===== config.mk =====
export PLATFORM = sky130hd
export DESIGN_NAME = request_unit_flat
export DESIGN_NICKNAME = d
export VERILOG_FILES = /design/src/rtl/request_unit_if.sv /design/src/rtl/request_unit.sv /design/src/flat_wrapper.sv
export SDC_FILE = /design/constraint.sdc
export NUM_CORES = 1
export LEC_CHECK = 0
export ABC_AREA = 1
export CORE_MARGIN = 1
export CORE_UTILIZATION = 40
export CTS_CLUSTER_DIAMETER = 120
export CTS_CLUSTER_SIZE = 30
export DETAILED_ROUTE_END_ITERATION = 8
export PLACE_DENSITY = 0.81
export SKIP_LAST_GASP = 1
export SYNTH_ARGS = -nofsm -noshare
export SYNTH_HDL_FRONTEND = slang
export SYNTH_SLANG_ARGS = --single-unit

===== constraint.sdc =====
create_clock -name CLK -period 4.2 [get_ports CLK]
set_clock_uncertainty 0.05 [all_clocks]
set_input_delay 0.42 -clock CLK [delete_from_list [all_inputs] [get_ports CLK]]
set_output_delay 0.42 -clock CLK [all_outputs]
set_load 0.02 [all_outputs]

===== src/rtl/request_unit_if.sv =====
// Bundle of control-unit requests, memory hits and memory-side request outputs
// seen by request_unit. The slave modport is the request unit's view.
interface request_unit_if #(
  parameter int CNT_W = 32
);
  logic             ctrl_iREN;
  logic             ctrl_dREN;
  logic             ctrl_dWEN;
  logic             ctrl_halt;
  logic             ihit;
  logic             dhit;
  logic [31:0]      alu_addr;
  logic [31:0]      rt_data;
  logic             imemREN;
  logic             dmemREN;
  logic             dmemWEN;
  logic [31:0]      dmemaddr;
  logic [31:0]      dmemstore;
  logic             pc_en;
  logic             halted;
  logic             timeout;
  logic [CNT_W-1:0] retired;

  modport slave (
    input  ctrl_iREN, ctrl_dREN, ctrl_dWEN, ctrl_halt, ihit, dhit, alu_addr, rt_data,
    output imemREN, dmemREN, dmemWEN, dmemaddr, dmemstore, pc_en, halted, timeout, retired
  );

  modport master (
    output ctrl_iREN, ctrl_dREN, ctrl_dWEN, ctrl_halt, ihit, dhit, alu_addr, rt_data,
    input  imemREN, dmemREN, dmemWEN, dmemaddr, dmemstore, pc_en, halted, timeout, retired
  );
endinterface


===== src/rtl/request_unit.sv =====
// Sequences each instruction as a fetch plus optional data access, holding memory
// requests until their hit, and tracks halt, a stuck-access watchdog and retired count.
module request_unit #(
  parameter int TIMEOUT = 1024,
  parameter int CNT_W   = 32
) (
  input logic           CLK,
  input logic           nRST,
  request_unit_if.slave ru
);

  localparam int WAIT_W = (TIMEOUT > 1) ? $clog2(TIMEOUT) : 1;
  localparam logic [WAIT_W-1:0] WAIT_LAST = WAIT_W'(TIMEOUT - 1);

  typedef enum logic [1:0] {FETCH, MEM, HALT} state_t;

  state_t            state, state_next;
  logic              pc_en, imem_ren, data_req;
  logic              dmem_ren, dmem_wen, halted, timeout;
  logic [31:0]       dmem_addr, dmem_store;
  logic [WAIT_W-1:0] wait_cnt;
  logic [CNT_W-1:0]  retired;

  assign data_req = ru.ctrl_dREN || ru.ctrl_dWEN;

  always_ff @(posedge CLK or negedge nRST) begin
    if (!nRST) state <= FETCH;
    else       state <= state_next;
  end

  always_comb begin
    state_next = state;
    pc_en      = 1'b0;
    imem_ren   = 1'b0;
    case (state)
      FETCH: begin
        imem_ren = ru.ctrl_iREN;
        if (ru.ihit) begin
          if (ru.ctrl_halt)  state_next = HALT;
          else if (data_req) state_next = MEM;
          else               pc_en      = 1'b1;
        end
      end
      MEM: begin
        if (ru.dhit) begin
          pc_en      = 1'b1;
          state_next = FETCH;
        end
      end
      HALT:    state_next = HALT;
      default: state_next = FETCH;
    endcase
  end

  always_ff @(posedge CLK or negedge nRST) begin
    if (!nRST) begin
      dmem_ren   <= 1'b0;
      dmem_wen   <= 1'b0;
      dmem_addr  <= '0;
      dmem_store <= '0;
      halted     <= 1'b0;
      timeout    <= 1'b0;
      wait_cnt   <= '0;
      retired    <= '0;
    end else begin
      if (state == FETCH && ru.ihit) begin
        if (ru.ctrl_halt) begin
          halted <= 1'b1;
        end else if (data_req) begin
          dmem_addr  <= ru.alu_addr;
          dmem_store <= ru.rt_data;
          // A simultaneous read and write request is resolved as a write.
          dmem_wen   <= ru.ctrl_dWEN;
          dmem_ren   <= ru.ctrl_dREN && !ru.ctrl_dWEN;
        end
      end

      if (state == MEM && ru.dhit) begin
        dmem_ren <= 1'b0;
        dmem_wen <= 1'b0;
      end

      // Counter parks at its last value once the watchdog has fired.
      if (state == MEM && !ru.dhit) begin
        if (wait_cnt == WAIT_LAST) timeout  <= 1'b1;
        else                       wait_cnt <= wait_cnt + WAIT_W'(1);
      end else begin
        wait_cnt <= '0;
      end

      if (pc_en && !(&retired)) retired <= retired + CNT_W'(1);
    end
  end

  assign ru.imemREN   = imem_ren;
  assign ru.pc_en     = pc_en;
  assign ru.dmemREN   = dmem_ren;
  assign ru.dmemWEN   = dmem_wen;
  assign ru.dmemaddr  = dmem_addr;
  assign ru.dmemstore = dmem_store;
  assign ru.halted    = halted;
  assign ru.timeout   = timeout;
  assign ru.retired   = retired;

endmodule


===== src/flat_wrapper.sv =====
// flat-port wrapper written by rule: the top's interface ports become plain ports
module request_unit_flat 
#(
  parameter int TIMEOUT = 1024,
  parameter int CNT_W   = 32
)
  (CLK, nRST, ru_ctrl_iREN, ru_ctrl_dREN, ru_ctrl_dWEN, ru_ctrl_halt, ru_ihit, ru_dhit, ru_alu_addr, ru_rt_data, ru_imemREN, ru_dmemREN, ru_dmemWEN, ru_dmemaddr, ru_dmemstore, ru_pc_en, ru_halted, ru_timeout, ru_retired);
  request_unit_if #(.CNT_W(CNT_W)) ru_i ();
  input logic CLK;
  input logic nRST;
  input wire logic [$bits(ru_i.ctrl_iREN)-1:0] ru_ctrl_iREN;
  input wire logic [$bits(ru_i.ctrl_dREN)-1:0] ru_ctrl_dREN;
  input wire logic [$bits(ru_i.ctrl_dWEN)-1:0] ru_ctrl_dWEN;
  input wire logic [$bits(ru_i.ctrl_halt)-1:0] ru_ctrl_halt;
  input wire logic [$bits(ru_i.ihit)-1:0] ru_ihit;
  input wire logic [$bits(ru_i.dhit)-1:0] ru_dhit;
  input wire logic [$bits(ru_i.alu_addr)-1:0] ru_alu_addr;
  input wire logic [$bits(ru_i.rt_data)-1:0] ru_rt_data;
  output wire logic [$bits(ru_i.imemREN)-1:0] ru_imemREN;
  output wire logic [$bits(ru_i.dmemREN)-1:0] ru_dmemREN;
  output wire logic [$bits(ru_i.dmemWEN)-1:0] ru_dmemWEN;
  output wire logic [$bits(ru_i.dmemaddr)-1:0] ru_dmemaddr;
  output wire logic [$bits(ru_i.dmemstore)-1:0] ru_dmemstore;
  output wire logic [$bits(ru_i.pc_en)-1:0] ru_pc_en;
  output wire logic [$bits(ru_i.halted)-1:0] ru_halted;
  output wire logic [$bits(ru_i.timeout)-1:0] ru_timeout;
  output wire logic [$bits(ru_i.retired)-1:0] ru_retired;
  assign ru_i.ctrl_iREN = ru_ctrl_iREN;
  assign ru_i.ctrl_dREN = ru_ctrl_dREN;
  assign ru_i.ctrl_dWEN = ru_ctrl_dWEN;
  assign ru_i.ctrl_halt = ru_ctrl_halt;
  assign ru_i.ihit = ru_ihit;
  assign ru_i.dhit = ru_dhit;
  assign ru_i.alu_addr = ru_alu_addr;
  assign ru_i.rt_data = ru_rt_data;
  assign ru_imemREN = ru_i.imemREN;
  assign ru_dmemREN = ru_i.dmemREN;
  assign ru_dmemWEN = ru_i.dmemWEN;
  assign ru_dmemaddr = ru_i.dmemaddr;
  assign ru_dmemstore = ru_i.dmemstore;
  assign ru_pc_en = ru_i.pc_en;
  assign ru_halted = ru_i.halted;
  assign ru_timeout = ru_i.timeout;
  assign ru_retired = ru_i.retired;
  request_unit #(.TIMEOUT(TIMEOUT), .CNT_W(CNT_W)) u_core (.CLK(CLK), .nRST(nRST), .ru(ru_i));
endmodule

Word-level counts from Yosys, hierarchy flattened

Cells that the tools add are included.

Logic and storage cells: 59
Bits in writable memories: 0
Output and inout port bits: 102
Register bits after elaboration: 112
Bits in latches: 0
Memories kept: 0
Memory bits (read-only): 0
Bits of input ports: 72

Reductions and logical operators: 18
Equal/unequal tests: 8
Mux-type cells: 21
Shifts and indexed selects: 0
Div/mod/pow operators: 0
Add/subtract/negate cells: 2
Magnitude comparators: 0
Multiply operators: 0
Bitwise gates (word level): 1

Operators by type and width:

| operator                                               | count |
|---|---|
| adder 32 x 1 -> 32 bit (second input constant)         | 1 |
| AND reduction 32 bit                                   | 1 |
| 2-to-1 mux 10 bit                                      | 2 |
| 2-to-1 mux 1 bit                                       | 13 |
| adder 10 x 1 -> 10 bit (second input constant)         | 1 |
| == test 10 bit (second input constant)                 | 1 |
| AND reduction 3 bit                                    | 3 |
| 2-to-1 mux 2 bit                                       | 4 |
| inequality test 2 bit (second input constant)          | 3 |
| one-hot mux 2 bit (3 select lines)                     | 1 |
| logical AND 1 bit                                      | 5 |
| AND reduction 2 bit                                    | 2 |
| nonzero test 2 bit                                     | 2 |
| zero test 1 bit                                        | 3 |
| inequality test 3 x 2 -> 1 bit (second input constant) | 1 |
| == test 2 x 1 -> 1 bit (second input constant)         | 1 |
| == test 2 bit (second input constant)                  | 1 |
| zero test 2 bit                                        | 1 |
| inequality test 2 x 1 -> 1 bit (second input constant) | 1 |
| one-hot mux 1 bit (2 select lines)                     | 1 |
| logical OR 1 bit                                       | 1 |
| NOT 1 bit                                              | 1 |

Longest topological paths before layout

Depth in word-level cells: 6
Gate-level depth with buffers: 11
Depth with buffers taken out: 10

Worst setup path before layout

Ideal clock, no wire load.

Path kind: reg2reg
From: register u_core.retired[1], in the netlist u_core.ru.retired[1]
To: register u_core.retired[3], in the netlist u_core.ru.retired[3]
Stages on the path, launching flop included: 12
Clock period less this slack: 1.779 ns
Slack: 2.421 ns
Arrival: 1.613 ns
Library setup time: 0.117 ns
Path buffers: 1
Data required time: 4.033 ns
Cell sequence: dfrtp_1 -> ha_1 -> inv_1 -> nor2_4 -> nand2_4 -> nor2_8 -> nand2_4 -> nand2_8 -> inv_4 -> buf_6 -> nand2_2 -> nand2_1

Longest elaborated chain between the ends: 3
Elaborated cells on any way between the ends: 4
Classes of those cells: add/sub: 1; reduce/logical: 3

Ends and longest elaborated chain:

| what                                                                           | RTL line           | RTL |
|---|---|---|
| start, declared                                                                | request_unit.sv:22 | `logic [CNT_W-1:0] retired;` |
| start signal, assigned                                                         | request_unit.sv:91 | `if (pc_en && !(&retired)) retired <= retired + CNT_W'(1);` |
| parallel branches: the longest is 3 deep, another holds adder 32 x 1 -> 32 bit | n/a                |  |

Parallel ways; which one is timed is not known.
A chain may end at the register's enable or synchronous reset.

Worst setup path after layout

From: input ru_ctrl_dWEN
To: output ru_pc_en

Longest elaborated chain between the ends: 5

Ends and longest elaborated chain:

| what                               | RTL line           | RTL |
|---|---|---|
| start, declared                    | flat_wrapper.sv:13 | `input wire logic [$bits(ru_i.ctrl_dWEN)-1:0] ru_ctrl_dWEN;` |
| logical OR 1 bit                   | request_unit.sv:24 | `assign data_req = ru.ctrl_dREN \|\| ru.ctrl_dWEN;` |
| 2-to-1 mux 1 bit                   | request_unit.sv:40 | `else if (data_req) state_next = MEM;` |
| 2-to-1 mux 1 bit                   | request_unit.sv:39 | `if (ru.ctrl_halt) state_next = HALT;` |
| 2-to-1 mux 1 bit                   | request_unit.sv:38 | `if (ru.ihit) begin` |
| one-hot mux 1 bit (2 select lines) | request_unit.sv:35 | `case (state)` |
| end, declared                      | flat_wrapper.sv:24 | `output wire logic [$bits(ru_i.pc_en)-1:0] ru_pc_en;` |

No other way between the ends.

==> reports/metrics.cfg <==
[sta]
slew_viol_final = 0
setup_viol = 0
setup_slack_ns = 1.319
timing.hold.ws_ns = 0.08736
fmax_ghz = 0.3471
period_share_pct = 68.59
setup_tns_ns = 0
grt_setup_unrepaired = false
fin_crit_ns = 2.881
max-slew-margin-rel_pct = 45.17
hold_viol_final = 0
worstMarginPinSlew_ns = 0.8213

[logic_synthesis]
yosysWarnings = 0
synth_fp_nets = 779
syn_area_um2 = 5403
synth.avg_cell_area_um2 = 7.663
synth_seq_area_share_pct = 51.88
synthCells = 705
synth_area_leader_cell = dfrtp_1
synthTopCellsByArea = dfrtp_1 52%, nand2_1 26%, nor2_1 4.0%
synth_top_area_share_pct = 51.88
synthDistinctLibCells = 31
synth-seq-cells = 112

[critical_path]
crit_type = input port to primary output
critPathLaunchType = input port
cp-end-kind = primary output
crit_slowest_cell = clkdlybuf4s50_1
cp_common_cell = clkdlybuf4s50_1
path_cells = clkdlybuf4s50_1 -> nor2_1 -> inv_1 -> o21ai_4 -> clkdlybuf4s50_1
crit_fanout = 10
cp.arrival_ns = 2.41
cp_data_required_time_ns = 3.73
rr_startpoint = u_core.ru.retired[0]
cpPeakStageDelay_ns = 0.70
critPathLaunch = ru_ctrl_dWEN

[power]
ir_worst_vdd_uv = 357.4
leakagePower_nw = 3.604
seqPwrFrac_pct = 39.3
switching_power_mw = 1.524
swShare_pct = 36.99
power_density_nw_per_um2 = 545.6
p_total_mw = 4.120
clkPwrFrac_pct = 20.2
p_int_mw = 2.596
p_comb_share_pct = 40.5

[placed_design]
placed_cell_area_um2 = 7269
gp_congestion = 0.9212
dp.cells = 1039
pre_cts_slack_ns = 1.304
numPortBuffers = 173
hpwl_mm = 9.694

[grt]
grt_pass1_vias = 4913
overflow = 0
grt_pass1_wl_mm = 23.41
grt_max_degree = 66
antenna_found_initial = 0
grt_use_total_pct = 21.02

[finish]
syn_to_final_growth_pct = 39.76
n_antenna_cell = 0
final_cells = 1055
multi_input_area_um2 = 2323
fill_cells = 1181
nets = 948
fin_area_um2 = 7551
seq_area_um2 = 2803
final_core_util_pct = 57.25
drive_above_1_share_pct = 5.916

[routing]
first_pass_iters = 4
vias = 4925
drt_iter0_markers = 243
via_per_inst = 4.668
drt-total-wl_mm = 13.50
wire_per_inst_um = 12.80
postRouteAntennaNets = 0
drc = 0

[floorplanning]
dieArea_um2 = 13980
io_pins = 174
initial_utilization_pct = 40.96
die-width_um = 118.2
num_rows = 42
core_um2 = 13190
die_h_um = 118.2

[clock_network]
clockBufferDepth = 2
clkTransAtPathRegs_ns = 0.08
clock_latency_ns = 0.36
tritoncts = built
root_buffer = clkbuf_16
cts_sinks = 112
cts_resized = 0
postCtsSetupBuffers = 0
cts_buffers = 9
cts_hold_buf = 0
h-tree-depth = 3

[min_path]
hp-class = input port to asynchronous set/reset pin

[run]
drv_cap = 0

[status]
status = complete, no violations

## layer usage
layer	track usage [%]	vias to the layer above	routed length [um]	share of wire [%]
met4	8.814	0	346	2.6
met5	0	-	0	0
met1	25.13	2254	5793	43
met3	7.577	24	1058	7.8
li1	-	2485	-	-
met2	34.15	162	6301	47
## layout make-up
type	count	share of cell area (%)
timing repair buffer	177	23.30
clock inverter	7	0.7457
multi-input combinational	531	30.77
tap	176	2.916
clock buffer	9	2.983
inverter	43	2.171
sequential	112	37.12
## critical path: cells and delay by family
family | cells | cell delay [ns]
buffers and inverters | 3 | 1.26
AOI/OAI and AO/OA | 1 | 0.40
and+or+nand+nor | 1 | 0.33
## registers in the layout (all words and copies together), names as in the netlist
signal               flops
u_core.ru.dmemWEN        1
u_core.ru.retired       32
u_core.ru.halted         1
u_core.ru.timeout        1
u_core.state             2
u_core.ru.dmemstore     32
u_core.ru.dmemaddr      32
u_core.ru.dmemREN        1
u_core.wait_cnt         10
## synth_stat cells
master and n:
nand2_1 373, nand3_1 31, nor2_4 3, inv_4 1, o21bai_1 1, o21ai_1 3
ha_1 2, nor2_1 57, o21ai_0 8, nor2_2 3, xor2_1 8, or2_2 2
nand3_2 1, nand4_1 4, o21ai_4 1, nand3b_1 3, buf_2 9, nor3_1 2
o2111a_1 1, nand2_2 13, clkbuf_1 5, buf_6 5, xnor2_1 7, inv_1 41
nand2_4 2, a21oi_1 3, nor2_8 1, a31o_2 1, nand2_8 1, inv_2 1
dfrtp_1 112
## cells in the final DEF, fill, tap and decap left out, drive strengths merged, types with 3 or more instances in the layout
cell type / Yosys / layout
nor2: 64 / 64
xor2: 8 / 8
o21ai: 12 / 12
buf: 14 / 5
nand3: 32 / 32
clkbuf: 5 / 9
a21oi: 3 / 3
nand2: 389 / 389
nand4: 4 / 4
inv: 43 / 45
clkinv: 0 / 3
xnor2: 7 / 7
dfrtp: 112 / 112
nand3b: 3 / 3
clkdlybuf4s50: 0 / 172
## cell families (layout without fill, tap and decap cells)
kind of cell / Yosys count / after routing / synth area share (%)
AND/OR/NAND/NOR: 496 / 496 / 37.86
buffers and inverters: 62 / 236 / 5.257
adder cells (fa/ha/maj): 2 / 2 / 0.4631
flip-flops: 112 / 112 / 51.88
XOR/XNOR: 15 / 15 / 2.432
AO/OA/AOI/OAI: 18 / 18 / 2.107
## power by group through the flow
| stage | sequential (mW) | combinational (mW) | clock [mW] |
|---|---|---|---|
| 2_1_floorplan | 2.02 | 0.409 | 0 |
| 5_1_grt | 1.67 | 1.80 | 0.907 |
| 4_1_cts | 1.62 | 1.69 | 0.857 |
| 6_report | 1.62 | 1.67 | 0.832 |
| 3_5_place_dp | 1.63 | 1.69 | 0 |
| 3_3_place_gp | 1.63 | 1.67 | 0 |
## final timing paths
path | cells past startpoint | to | slack (ns)
worst max-delay path | 5 | ru_pc_en | 1.32
worst min-delay path | 1 | u_core.ru.retired[8] | 0.09
worst max register to register | 10 | u_core.ru.retired[31] | 2.24
worst min register to register | 2 | u_core.ru.dmemstore[26] | 0.42
max in group asynchronous | 2 | u_core.ru.dmemaddr[21] | 3.14
min in group CLK | 2 | u_core.ru.dmemstore[26] | 0.42
Power figures use the tool's default switching activity.
==> patch (same settings) <==
`TIMEOUT` is set to 1024 in 2 places; all go to 512.
--- a/src/rtl/request_unit.sv
+++ b/src/rtl/request_unit.sv
@@ -1,7 +1,7 @@
 // Sequences each instruction as a fetch plus optional data access, holding memory
 // requests until their hit, and tracks halt, a stuck-access watchdog and retired count.
 module request_unit #(
-  parameter int TIMEOUT = 1024,
+  parameter int TIMEOUT = 512,
   parameter int CNT_W   = 32
 ) (
   input logic           CLK,
--- a/src/flat_wrapper.sv
+++ b/src/flat_wrapper.sv
@@ -1,7 +1,7 @@
 // flat-port wrapper written by rule: the top's interface ports become plain ports
 module request_unit_flat 
 #(
-  parameter int TIMEOUT = 1024,
+  parameter int TIMEOUT = 512,
   parameter int CNT_W   = 32
 )
   (CLK, nRST, ru_ctrl_iREN, ru_ctrl_dREN, ru_ctrl_dWEN, ru_ctrl_halt, ru_ihit, ru_dhit, ru_alu_addr, ru_rt_data, ru_imemREN, ru_dmemREN, ru_dmemWEN, ru_dmemaddr, ru_dmemstore, ru_pc_en, ru_halted, ru_timeout, ru_retired);
Function: no difference found for any inputs over 4 cycles, from zero or initial values and one cycle with nRST low; that may be too few to reach the edited logic, so the function may still have changed.
==> patch against the unedited design <==
Utilization grew 1.2 points. Area after synthesis fell by 2.7%. Global-route usage is essentially flat. Fmax rose by 13%. Non-clock buffer count did not move. Register-to-register slack got worse by 0.10 ns. Cell area down 1.5%. Sequential cell count fell by 1. Wire length is 2.2% lower. Setup slack better by 0.33 ns. Power up 1.5%.
==> patch: results (changes against the unedited design) <==
* Status: finished, final reports clean (unchanged)
* Met3 routed WL at 1150 microns (was 1060 microns)
* Arrival time of the worst setup path at 2.08 ns (was 2.41 ns)
* Met2 Usage GRT at 0.336 (was 0.342)
* Met1 Usage GRT at 0.257 (was 0.251)
* Signal buf overhead at 0.237 (was 0.233)
* Netlist cell types at 33 (was 31)
* Register area share after synthesis at 0.529 (was 0.519)
* Hold Buf Count CTS at 1 (was 0)
* Largest net degree at the start of global routing at 68 (was 66)
* Mapped Nets at 758 (was 779)
* Gpl congestion at 0.868 (was 0.921)
* Multi-input gate area in the final layout at 0.00224 sq mm (was 0.00232 sq mm)
* Max IR drop VDD at 372 uV (was 357 uV)
* Share of layout cells above drive strength 1 at 0.0466 (was 0.0592)
* Initial drt markers at 234 (was 243)
* Nets at 928 (was 948)
* CP Max Fanout at 4 (was 10)
* Flop-to-flop setup slack at 2.14 ns (was 2.24 ns)
* Clk sinks at 111 (was 112)
* Top Metal Used: met4 (unchanged)
* Static Leak at 3.60 nW (about the same)
* Post-DP HPWL at 9450 microns (was 9690 microns)
* Routed wire length per instance at 12.8 microns (about the same)
* Vias per inst at 4.63 (was 4.67)
* Hold Slack at 0.431 ns (was 0.0874 ns)
* Sequential portion of the cell area at 0.374 (was 0.371)
* Count of multi-input gates at 519 (was 531)
* GRT met3 Usage at 0.0773 (was 0.0758)
* Critical register-to-register path endpoint: u_core.ru.retired[28] (was u_core.ru.retired[31])
* GRT Util Overall at 0.210 (about the same)
* DP Area at 0.00712 sq mm (was 0.00727 sq mm)
* Final clock-cell share at 0.0416 (was 0.0373)
* First-pass GRT wire length at 22,100 microns (was 23,400 microns)
* Number of global-route vias before repair at 4,650 (was 4,913)
* Internal power at 2.69 mW (was 2.60 mW)
* WL met1 at 5610 microns (was 5790 microns)
* Crit path launch: ru_ctrl_halt (was ru_ctrl_dWEN)
* Commonest cells post-synth: nand2_1, dfrtp_1, nor2_1, inv_1, nand3_1 (unchanged)
* Worst Hold Path Cells at 2
* Max-Slew Margin vs Limit at 0.310 (was 0.452)
## patch: cell families (layout without fill, tap and decap cells)
kind of cell               count (synthesis)  count (layout)  share of synthesized area
AOI/OAI and AO/OA                         24              24                     0.0257
xor gates and xnor gates                  15              15                     0.0250
adders and majority gates                  3               3                    0.00714
buffers and inverters                     53             228                     0.0457
DFF                                      111             111                      0.529
and+or+nand+nor                          477             477                      0.368
## patch: through the flow
step           utilization  setup slack [ns]  instances
3_5_place_dp         0.559              1.64       1013
6_report             0.584              1.65       1030
4_1_cts              0.584              1.63       1030
3_3_place_gp         0.559              1.66       1013
2_1_floorplan            -              2.44        683
5_1_grt              0.584              1.54       1030
## patch: power by group through the flow
stage	clock network (mW)	registers [mW]	logic, mW
2_1_floorplan	0	2.01	0.409
3_3_place_gp	0	1.62	1.67
3_5_place_dp	0	1.61	1.70
4_1_cts	0.909	1.61	1.70
5_1_grt	0.954	1.66	1.82
6_report	0.894	1.61	1.68
